==> src/rtl/led_breathe.sv <==
// Breathing-LED PWM driver stepped by a slow external clock (e.g. clk_div output).
// Slow-clock edges become ticks; each tick moves a duty ramp FSM, and duty only changes at PWM period wrap.
module led_breathe #(
    parameter int WIDTH = 8,
    parameter int STEP  = 1,
    parameter int HOLD  = 16
) (
    input  logic             clk_in,
    input  logic             rst,
    input  logic             ce,
    input  logic             slow_in,
    output logic             pwm_out,
    output logic [WIDTH-1:0] duty,
    output logic [1:0]       state,
    output logic             cycle_done
);

    localparam int HW = (HOLD > 1) ? $clog2(HOLD) : 1;
    localparam logic [WIDTH-1:0] DUTY_MAX  = '1;
    localparam logic [WIDTH-1:0] STEP_W    = WIDTH'(STEP);
    localparam logic [HW-1:0]    HOLD_LAST = HW'(HOLD - 1);

    typedef enum logic [1:0] {
        ST_UP      = 2'd0,
        ST_HOLD_HI = 2'd1,
        ST_DOWN    = 2'd2,
        ST_HOLD_LO = 2'd3
    } state_t;

    logic [2:0]       sync_reg;
    logic [2:0]       sync_next;
    logic [WIDTH-1:0] cnt_reg;
    logic [WIDTH-1:0] duty_reg;
    logic [HW-1:0]    hold_cnt_reg;
    logic             pending_reg;
    logic             pwm_reg;
    logic             cycle_done_reg;
    state_t           state_reg;

    logic             tick;
    logic             boundary;
    logic             step;
    logic [WIDTH-1:0] up_next;
    logic [WIDTH-1:0] down_next;

    assign sync_next = {sync_reg[1:0], slow_in};
    assign tick      = sync_reg[1] & ~sync_reg[2];
    assign boundary  = ce && (cnt_reg == DUTY_MAX);
    assign step      = boundary && (pending_reg || tick);

    // Saturating ramp math done by comparing against headroom, so nothing ever wraps.
    assign up_next   = ((DUTY_MAX - duty_reg) > STEP_W) ? (duty_reg + STEP_W) : DUTY_MAX;
    assign down_next = (duty_reg > STEP_W) ? (duty_reg - STEP_W) : '0;

    always_ff @(posedge clk_in) begin
        if (rst) begin
            sync_reg       <= '0;
            cnt_reg        <= '0;
            duty_reg       <= '0;
            hold_cnt_reg   <= '0;
            pending_reg    <= 1'b0;
            pwm_reg        <= 1'b0;
            cycle_done_reg <= 1'b0;
            state_reg      <= ST_UP;
        end else begin
            cycle_done_reg <= 1'b0;
            if (ce) begin
                sync_reg <= sync_next;
                cnt_reg  <= cnt_reg + 1'b1;
                pwm_reg  <= (cnt_reg < duty_reg);
                if (boundary) begin
                    pending_reg <= 1'b0;
                end else if (tick) begin
                    pending_reg <= 1'b1;
                end
                if (step) begin
                    case (state_reg)
                        ST_UP: begin
                            duty_reg <= up_next;
                            if (up_next == DUTY_MAX) begin
                                state_reg    <= ST_HOLD_HI;
                                hold_cnt_reg <= '0;
                            end
                        end
                        ST_HOLD_HI: begin
                            if (hold_cnt_reg == HOLD_LAST) begin
                                state_reg    <= ST_DOWN;
                                hold_cnt_reg <= '0;
                            end else begin
                                hold_cnt_reg <= hold_cnt_reg + 1'b1;
                            end
                        end
                        ST_DOWN: begin
                            duty_reg <= down_next;
                            if (down_next == '0) begin
                                state_reg    <= ST_HOLD_LO;
                                hold_cnt_reg <= '0;
                            end
                        end
                        ST_HOLD_LO: begin
                            if (hold_cnt_reg == HOLD_LAST) begin
                                state_reg      <= ST_UP;
                                hold_cnt_reg   <= '0;
                                cycle_done_reg <= 1'b1;
                            end else begin
                                hold_cnt_reg <= hold_cnt_reg + 1'b1;
                            end
                        end
                    endcase
                end
            end
        end
    end

    assign pwm_out    = pwm_reg;
    assign duty       = duty_reg;
    assign state      = state_reg;
    assign cycle_done = cycle_done_reg;

endmodule

==> config.mk <==
export PLATFORM = sky130hd
export DESIGN_NAME = led_breathe
export DESIGN_NICKNAME = d
export VERILOG_FILES = /design/src/rtl/led_breathe.sv
export SDC_FILE = /design/constraint.sdc
export NUM_CORES = 1
export LEC_CHECK = 0
export ABC_AREA = 1
export BUFFER_PORTS_ARGS = -buffer_cell sky130_fd_sc_hd__buf_2
export CAP_MARGIN = 15
export CORE_ASPECT_RATIO = 1.25
export CORE_MARGIN = 2
export CORE_UTILIZATION = 30
export DETAILED_ROUTE_END_ITERATION = 10
export GPL_ROUTABILITY_DRIVEN = 0
export PLACE_DENSITY = 0.5
export SYNTH_ARGS = -nofsm -noshare
export SYNTH_HDL_FRONTEND = slang
export SYNTH_SLANG_ARGS = --single-unit
==> constraint.sdc <==
create_clock -name clk_in -period 2.66 [get_ports clk_in]
set_input_delay 0.266 -clock clk_in [delete_from_list [all_inputs] [get_ports clk_in]]
set_output_delay 0.266 -clock clk_in [all_outputs]
set_load 0.05 [all_outputs]
==> impl_metrics.toml, run 1 <==
[power]
p_total_mw = 0.752
p_int_mw = 0.573
swShare = 0.238
seqPwrFrac = 0.574
combPwrFrac = 0.059
cellPowerDensity_mw_per_mm2 = 339
p_clk_frac = 0.367
ir_drop_mv = 0.192
p_leak_nw = 1.01
p_switching_mw = 0.179

[place]
place_hpwl_um = 3810
dp_worst_setup_slack_ps = 374
io_buffer_count = 15

[sta]
setup_tns_ps = 0
fin_skew_ps = 11.3
worstMarginPinSlew_ps = 607
setup_viol = 0
clock.fmax_ghz = 0.430
period_minus_slack_ps = 2330
layout_setup_ws_ps = 332
period_share = 0.875
hold_viol = 0
rsz0062_at_grt = "no"
slew_viol_final = 0
slew_headroom = 0.592

[hold_path]
holdPathStages = 3
min_path_type = "in2reg"

[die]
dieArea_mm2 = 0.00739
die_h_um = 95.6
die_w_um = 77.3
rows = 33
io_pins = 16
core_mm2 = 0.00652
start_util = 0.309

[global_routing]
use_met1 = 0.172
grt_max_degree = 20
grtUsageMet3 = 0.0152
met2_usage = 0.270
grt_overflow_total = 0
antenna_found_initial = 0
grt_pass1_wl_um = 8650
grt_pass1_vias = 1912
grt_use_total = 0.145
grt-busiest-layer = "met2"

[clocking]
cts.sinks = 28
cts_max_path_buffers = 2
hold_buffers = 0
cts_made_buffers = 3
clkTransAtPathRegs_ps = 110
cts_tree = "done"
cts_root_buffer = "clkbuf_8"
htreeDepth = 1
postCtsSetupRepairBufs = 0
cts_resized = 0
worstSkewPairLatency_ps = 280

[final_layout]
fin_util = 0.340
nets = 342
nFillCells = 774
final_cell_mix = "nand2_1, nor2_1, inv_1"
area_growth_syn_to_layout_pct = 10.1
drive_gt1_frac = 0.132
final_common_cell = "nand2_1"
antennaDiodeCount = 0

[yosys]
synthCells = 306
synth_edf_count = 0
ys_ff_latch = 28
synthArstFlopShare = 0
syn-num-nets = 328
yosysSeqAreaShare = 0.278
yosys_warnings = 0
syn_avg_cell_area_um2 = 6.58
synth.distinct_cells = 31
syn-cell-area_mm2 = 0.00201
ys.flop_type = "dfxtp_1"

[setup_path]
end_kind = "register"
cp-endpoint = "hold_cnt_reg[1]"
startpoint_type = "register"
worstPathCellList = "clkinv_1, ha_1, nor2_1, nor2_2, nand2_2, nand3_1, nand2_1, nor2_2, nand2_2, nand2_2, nand3_1, nand2_1, o21ai_1, nor2_1"
worstPathArrival_ps = 2500
r2r_slack_ps = 330
r2r-end = "hold_cnt_reg[1]"
crit_fanout = 9
cp_slowest_stage_delay_ps = 490
path_class = "reg2reg"
timing.critical_path.from = "duty[0]"
r2r_cells = 14
path_common_cell = "nand2_2"
r2r_start = "duty[0]"
cpMaxStageDelayCell = "dfxtp_1"
crit_required_ps = 2840

[run]
max_cap_violations = 0

[outcome]
status = "finished clean"

[drt]
dr.pass1.iters = 5
drt-initial-drc-count = 119
drtAntennaViolNets = 0
drcViolationCount = 0
wl_um = 5040
vias_per_cell = 4.91
vias = 1993
wl_per_cell_um = 12.4
[cell families (layout without fill, tap and decap cells)]
kind of cell	Yosys count	after routing	share of synthesized area
and+or+nand+nor	156	156	0.363
AOI/OAI and AO/OA	58	58	0.152
buffers and inverters	46	59	0.0951
DFF	28	28	0.278
adders and majority gates	18	18	0.112
[synthesized netlist by cell type (2+ instances only)]
cell      count  area [um2]
o21ai_0      24         120
nor4_1        2        12.5
nand2_2       6        37.5
ha_1         18         225
nor3_1        7        35.0
and2_1        2        12.5
nand3_1      25         125
nor2_2        4        25.0
nand2_1      63         236
a21oi_1      26         130
clkbuf_1      2        7.51
nor2_1       33         124
o21ai_1       4        20.0
buf_2         2        10.0
nand4_1       8        50.1
inv_2         5        18.8
clkinv_1      2        7.51
inv_1        32         120
dfxtp_1      28         561
nand2_4       2        22.5
[worst max-delay path, delay by kind of cell (launching register included)]
family                   cells  cell delay [ps]
AO/OA/AOI/OAI                1               70
adder cells (fa/ha/maj)      1              330
buffers and inverters        1              280
flip-flops                   1              490
AND/OR/NAND/NOR             11             1070
[through the flow]
stage	hold WS [ps]	std cells	instance area, um2
after floorplan	401	306	2010
after global placement	453	402	2160
after detailed placement	455	402	2160
after CTS	203	406	2220
after global routing	230	406	2220
final	208	406	2220
[power groups by stage]
stage               Clock [mW]  Combinational, mW  Sequential (mW)
detailed placement           0             0.0452            0.441
floorplan                    0             0.0313            0.443
global route             0.306             0.0529            0.433
global placement             0             0.0448            0.441
CTS                      0.294             0.0455            0.431
finish                   0.276             0.0444            0.431
[routing by layer]
metal | vias up | share of wire
li1 | 1044 | -
met1 | 902 | 0.47
met2 | 40 | 0.48
met3 | 7 | 0.029
met4 | 0 | 0.013
met5 | - | 0
[worst min-delay path by stage]
stage                start           to  slack, ps
5_1_grt            slow_in  sync_reg[0]        230
6_report           slow_in  sync_reg[0]        210
3_5_place_dp   sync_reg[2]  sync_reg[2]        460
2_1_floorplan      slow_in  sync_reg[0]        400
3_3_place_gp       pwm_out      pwm_out        450
4_1_cts            slow_in  sync_reg[0]        200
[area by class of cell]
cell class / count / area (um2) / share of cell area
Clock buffer: 4 / 55.1 / 0.0248
Inverter: 40 / 155 / 0.0700
Multi-Input combinational cell: 232 / 1260 / 0.569
Sequential cell: 28 / 561 / 0.253
Tap cell: 87 / 109 / 0.0491
Timing Repair Buffer: 15 / 75.1 / 0.0339
(Power assumes the default switching activity.)
==> run 2, diff against run 1 <==
==> constraint.sdc (replaced) <==
create_clock -name clk_in -period 2.4 [get_ports clk_in]
set_input_delay 0.24 -clock clk_in [delete_from_list [all_inputs] [get_ports clk_in]]
set_output_delay 0.24 -clock clk_in [all_outputs]
set_load 0.05 [all_outputs]
==> impl_metrics.toml, run 2 (same netlist as run 1, synthesis figures left out) <==
[setup_path]
startpoint_type = "register"
worstPathArrival_ps = 2310
cpMaxStageDelayCell = "dfxtp_1"
cp_slowest_stage_delay_ps = 530
path_class = "reg2reg"
crit_fanout = 8
end_kind = "register"
crit_required_ps = 2580
timing.critical_path.buf_inv = 2
path_common_cell = "nand2_1"
cp_top_family = "simple AND/OR/NAND/NOR gates"
worstPathCellList = "inv_1, ha_1, inv_1, nor2_1, nand2_1, nand3_1, nand2_1, nand2_1, nor2_2, nand2_2, nand2_2, nand3_1, o21ai_1, nor2_1"

[place]
place_area_mm2 = 0.00218
dp_cells = 404
place_hpwl_um = 3900
dp_worst_setup_slack_ps = 228
io_buffer_count = 15

[final_layout]
final_cell_mix = "nand2_1, nor2_1, inv_1"
final_cells = 410
antennaDiodeCount = 0
final_common_cell = "nand2_1"
nets = 346
area_growth_syn_to_layout_pct = 12.6
fin_area_mm2 = 0.00227
drive_gt1_frac = 0.149

[clocking]
cts_made_buffers = 3
htreeDepth = 1
cts_max_path_buffers = 2
clkTransAtPathRegs_ps = 110
worstSkewPairLatency_ps = 280
cts.sinks = 28
cts_tree = "done"
cts_root_buffer = "clkbuf_8"

[drt]
wl_um = 5110
vias_per_cell = 4.92
drt-initial-drc-count = 114
dr.pass1.iters = 4
drtAntennaViolNets = 0
vias = 2017
wl_per_cell_um = 12.5
drcViolationCount = 0

[power]
p_leak_nw = 1.03
p_int_mw = 0.713
p_switching_mw = 0.204
swShare = 0.223
p_clk_frac = 0.424
seqPwrFrac = 0.521
combPwrFrac = 0.054
cellPowerDensity_mw_per_mm2 = 405
ir_drop_mv = 0.196

[sta]
setup_tns_ps = 0
period_minus_slack_ps = 2130
slew_viol_final = 0
clock.fmax_ghz = 0.471
fin_hold_ws_ps = 194
rsz0062_at_grt = "no"
period_share = 0.885
fin_skew_ps = 5.25
layout_setup_ws_ps = 275
worstMarginPinSlew_ps = 653
slew_headroom = 0.560
hold_viol = 0
setup_viol = 0

[global_routing]
grt_max_degree = 20
grt_use_total = 0.145
grt_pass1_vias = 1929
antenna_found_initial = 0
grt_pass1_wl_um = 8600
grt_overflow_total = 0

[die]
rows = 33
die_h_um = 95.6
core_mm2 = 0.00652
start_util = 0.309
die_w_um = 77.3
io_pins = 16
dieArea_mm2 = 0.00739

[hold_path]
min_path_type = "in2reg"

[outcome]
status = "finished clean"

[run]
max_cap_violations = 0
[run 2: layer usage]
metal	share of wire	vias to the layer above	global-route usage	wire [um]
li1	-	1045	-	-
met1	0.46	927	0.178	2370
met2	0.49	40	0.261	2480
met3	0.034	5	0.0123	176
met4	0.014	0	0.0625	74
met5	0	-	0	0
[run 2: worst paths after layout]
kind	slack (ps)	cells after the start	from	end
max	270	14	duty[1]	hold_cnt_reg[1]
min	190	3	slow_in	sync_reg[0]
max reg2reg	270	14	duty[1]	hold_cnt_reg[1]
min reg2reg	470	2	pwm_out	pwm_out
[run 2: stage by stage]
step           power (mW)   util
2_1_floorplan       0.525      -
3_3_place_gp        0.539  0.334
3_5_place_dp        0.540  0.334
4_1_cts             0.935  0.345
5_1_grt             0.960  0.348
6_report            0.917  0.348
[run 2: final cells by class]
type | count | area, um2
Clock buffer | 3 | 41.3
Clock inverter | 1 | 30.0
Fill cell | 746 | 4260
Inverter | 40 | 159
Multi-Input combinational cell | 232 | 1260
Sequential cell | 28 | 562
Tap cell | 87 | 109
Timing Repair Buffer | 19 | 105
[run 2: power groups by stage]
stage	sequential (mW)	combinational, mW	clock [mW]
2_1_floorplan	0.491	0.0347	0
3_3_place_gp	0.488	0.0508	0
3_5_place_dp	0.489	0.0512	0
4_1_cts	0.478	0.0516	0.406
5_1_grt	0.479	0.0582	0.423
6_report	0.478	0.0500	0.389
[run 2: what timing repair did]
item,in CTS,in global routing
gates resized for setup,0,1
buffers inserted,0,2
setup endpoints to repair,0,5
hold buffers,0,0
[run 2: tightest hold or removal path, stage by stage]
cell and delay (ps):
buf_2 80, nor2_1 40, nor2_1 90
